--- src/rtl/serial_addsub.sv ---
// serial_addsub: bit-serial two's-complement adder/subtractor, one full-adder cell reused LSB first over WIDTH cycles
module serial_addsub #(
  parameter int WIDTH = 8
) (
  input  logic             clk,
  input  logic             rst,
  input  logic             start,
  input  logic             sub,
  input  logic [WIDTH-1:0] a,
  input  logic [WIDTH-1:0] b,
  output logic             busy,
  output logic             done,
  output logic [WIDTH-1:0] result,
  output logic             c_out,
  output logic             overflow
);
  localparam int CW = $clog2(WIDTH);
  typedef enum logic [1:0] {IDLE, RUN, DONE} state_t;
  state_t           state;
  logic [WIDTH-1:0] opa, opb, nxt;
  logic [WIDTH-2:0] sh;
  logic [CW-1:0]    cnt;
  logic             carry, s, cy;
  always_comb begin
    s   = opa[0] ^ opb[0] ^ carry;
    cy  = (opa[0] & opb[0]) | (opa[0] & carry) | (opb[0] & carry);
    nxt = {s, sh};
  end
  // DONE lasts one cycle; a start seen on its exit edge is taken so back-to-back ops run every WIDTH+1 cycles
  always_ff @(posedge clk or posedge rst) begin
    if (rst) begin
      state    <= IDLE;
      opa      <= '0;
      opb      <= '0;
      sh       <= '0;
      cnt      <= '0;
      carry    <= 1'b0;
      busy     <= 1'b0;
      done     <= 1'b0;
      result   <= '0;
      c_out    <= 1'b0;
      overflow <= 1'b0;
    end else if (state == RUN) begin
      sh    <= nxt[WIDTH-1:1];
      opa   <= opa >> 1;
      opb   <= opb >> 1;
      carry <= cy;
      cnt   <= cnt + 1'b1;
      if (cnt == CW'(WIDTH - 1)) begin
        result   <= nxt;
        c_out    <= cy;
        overflow <= carry ^ cy;
        busy     <= 1'b0;
        done     <= 1'b1;
        state    <= DONE;
      end
    end else begin
      done <= 1'b0;
      if (start) begin
        opa   <= a;
        opb   <= sub ? ~b : b;
        carry <= sub;
        cnt   <= '0;
        busy  <= 1'b1;
        state <= RUN;
      end else begin
        state <= IDLE;
      end
    end
  end
endmodule

--- config.mk ---
export PLATFORM = sky130hd
export DESIGN_NAME = serial_addsub
export DESIGN_NICKNAME = d
export VERILOG_FILES = /design/src/rtl/serial_addsub.sv
export SDC_FILE = /design/constraint.sdc
export NUM_CORES = 1
export LEC_CHECK = 0
export ABC_CLOCK_PERIOD_IN_PS = 3400
export CORE_ASPECT_RATIO = 0.75
export CORE_UTILIZATION = 53
export CTS_BUF_LIST = sky130_fd_sc_hd__clkbuf_16
export CTS_CLUSTER_DIAMETER = 120
export DETAILED_ROUTE_END_ITERATION = 12
export PLACE_DENSITY = 0.78
export SYNTH_ARGS = -nofsm -noshare
export SYNTH_HDL_FRONTEND = slang
export SYNTH_SLANG_ARGS = --single-unit
--- constraint.sdc ---
create_clock -name clk -period 3.4 [get_ports clk]
set_clock_uncertainty 0.1 [all_clocks]
set_input_delay 0.68 -clock clk [delete_from_list [all_inputs] [get_ports clk]]
set_output_delay 0.68 -clock clk [all_outputs]
set_load 0.03 [all_outputs]
==> flow_summary.ini <==
[critical_path]
setup.worst_path.end_class = primary output
largest_incremental_delay_on_the_critical_path_ns = 0.70
r2r_slack_ns = 1.71
crit_type = flip-flop to primary output
critical_path.reg2reg.startpoint = state[0]
crit_slowest_cell = clkdlybuf4s50_1
ff2ff_path_depth = 3
worstReg2RegEnd = cnt[0]
cp.arrival_ns = 1.40
critPathMaxFanout = 4
worstPathRequired_ns = 2.62
crit_path_cell_trace = clkdlybuf4s50_1
critical_path.top_delay_family = buffers and inverters
critical_path.n_buffers_inverters = 1
startpoint_type = flip-flop

[clocking]
bufs_on_longest_clock_path = 2
cts_sinks = 40
clock_insertion_delay_at_the_later_pin_of_the_skew_report_ns = 0.27
numCtsBuffers = 5
postCtsHoldBufs = 0
tritoncts = yes
cts_root_buf = clkbuf_16
cts_max_level = 2
worst_path_clk_slew_ns = 0.05
cts.repair.resized = 0
cts_setup_buffers = 0

[global_routing]
antenna_found_initial = 0
global_route_wire_length_before_repair_um = 5130
remaining_global_route_overflow = 0
global_route.usage.total_pct = 18.6
grt_pass1_vias = 1158
grt_max_degree = 45

[logic_synthesis]
synth.lib_cells_used.distinct = 21
synth.top_cells.by_area = dfrtp_1 54%, mux2i_1 8.7%, nand2_1 8.0%
synth_sequential_area_ratio_pct = 54.4
synthesis.yosys.warnings = 0
postSynthNetCount = 182
synth.cell_area_mm2 = 0.00184
synthesis.area_per_instance_um2 = 11.6
postSynthCellCount = 159
post-synth-top-area-cell = dfrtp_1
flops_latches_synth = 40
yosys.area.top_type_share_pct = 54.4

[place]
finalWeightedCongestion = 0.737
hpwlAfterDp_um = 2090
portBuffers = 31
dpl-instance-area_mm2 = 0.00213
place.detailed.instances = 222

[layout]
syn_to_final_growth_pct = 23.2
fin_area_mm2 = 0.00227
number_of_standard_cells_in_the_layout_taps_in_and_fillers_out = 229
postLayoutCoreUtil_pct = 68.4
post_route_cells_drive_above_1_share_pct = 11.1
layout.nets = 212
antenna_cells_inserted = 0
filler_cell_count = 240

[worst_hold_path]
worst_hold_stages = 2
hold_class = flip-flop to flip-flop
min_delay_worst_endpoint = opb[6]
hp-start = opb[7]

[drt]
post_route_antenna_net_violation_count = 0
viasPerCell = 5.09
drcViolationCount = 0
totalWireLength_um = 3230
vias = 1165
drt_iter0_markers = 101
wl_per_cell_um = 14.1
drt-pass1-iter-count = 5

[job]
drv_cap = 0

[sta]
finalHoldViolCount = 0
final_max_slew_violation_count = 0
timing.slew.headroom_pct = 46.2
grt_setup_unrepaired = false
finalWorstPathRequiredPeriod_ns = 2.18
timing.final.crit_share_pct = 64.0
fmaxAchievable_mhz = 460
worstMarginPinSlew_ns = 0.805
report.final.setup_viol = 0
fin_tns_setup_ns = 0

[power_and_ir_drop]
power.leakage_nw = 1.12
p_per_area_mw_per_mm2 = 901
peakVddDrop_mv = 0.778

[die]
die_height_um = 53.0
initial_core_util_pct = 55.6
chipWidth_um = 70.0
floorplan.die_area_mm2 = 0.00371
top_level_ports = 32
std_cell_rows = 18
coreArea_mm2 = 0.00331

[run_status]
status = completed
-- per-stage QoR --
| stage | setup WS (ns) | hold slack (ns) | power [mW] |
|---|---|---|---|
| 2_1_floorplan | 1.70 | 0.343 | 1.43 |
| 3_3_place_gp | 1.35 | 0.360 | 1.58 |
| 3_5_place_dp | 1.26 | 0.368 | 1.62 |
| 4_1_cts | 1.22 | 0.380 | 2.07 |
| 5_1_grt | 1.18 | 0.416 | 2.18 |
| 6_report | 1.22 | 0.382 | 2.04 |
-- power by group --
part / internal (mW) / total [mW] / switching (mW)
logic: 0.358 / 0.795 / 0.437
clock network: 0.263 / 0.428 / 0.165
registers: 0.686 / 0.818 / 0.132
total: 1.31 / 2.04 / 0.733
-- metal layers --
metal / up-vias / global-route usage (%) / routed length [µm]
li1: 584 / - / -
met1: 564 / 22.8 / 1450
met2: 15 / 30.4 / 1680
met3: 2 / 7.24 / 93
met4: 0 / 6.67 / 10
met5: - / 0 / 0
-- registers in the layout (all words and copies together) (netlist names) --
register  count
done          1
cnt           3
overflow      1
opb           8
busy          1
result        8
state         1
c_out         1
sh            7
opa           8
carry         1
-- cells in the mapped netlist, drive strengths merged --
| cell | n |
|---|---|
| dfrtp | 40 |
| nand2 | 39 |
| o21ai | 19 |
| mux2i | 16 |
| mux2 | 10 |
| buf | 9 |
| xor2 | 7 |
| nor2 | 4 |
| nand2b | 3 |
| a21oi | 2 |
| ha | 2 |
| inv | 2 |
| xnor2 | 2 |
| clkbuf | 1 |
| fa | 1 |
| nand3b | 1 |
| nor2b | 1 |
-- cell usage in the layout, fill, tap and decap left out --
cell	count
dfrtp_1	40
nand2_1	39
clkdlybuf4s50_1	31
o21ai_0	19
mux2i_1	16
mux2_4	8
xor2_1	7
clkbuf_16	5
nand2b_1	3
nor2_1	3
inv_1	3
xnor2_1	2
a21oi_1	2
mux2_2	2
ha_1	2
buf_4	2
nor2b_4	1
nand3b_4	1
nor2_2	1
fa_1	1
clkinv_2	1
-- final cells by class --
cell class,instances,area (µm²),area share (%)
inverters,2,7.51,0.331
clock buffers,5,125,5.52
multi-input cells,107,748,33.0
well taps,40,50.0,2.21
clock inverters,2,8.76,0.387
repair buffers,33,325,14.4
flip-flops and latches,40,1000,44.2
-- worst max-delay path by stage --
stage	start	endpoint	slack, ns	cells after the start
after global placement	sub	opb[6]	1.35	4
after global routing	done	done	1.18	1
after floorplan	rst	busy	1.70	1
after CTS	done	done	1.22	1
final	done	done	1.22	1
after detailed placement	sub	opb[0]	1.26	4
-- kinds of logic after synthesis --
logic type                 after synthesis  share of synthesized area (%)
muxes                                   26                           16.5
buffers and inverters                   12                           4.90
DFF                                     40                           54.4
xor gates and xnor gates                 9                           4.29
and+or+nand+nor                         48                           11.8
adders and majority gates                3                           2.45
AOI/OAI and AO/OA                       21                           5.71
Note: power is estimated with default switching activity, not from simulation.
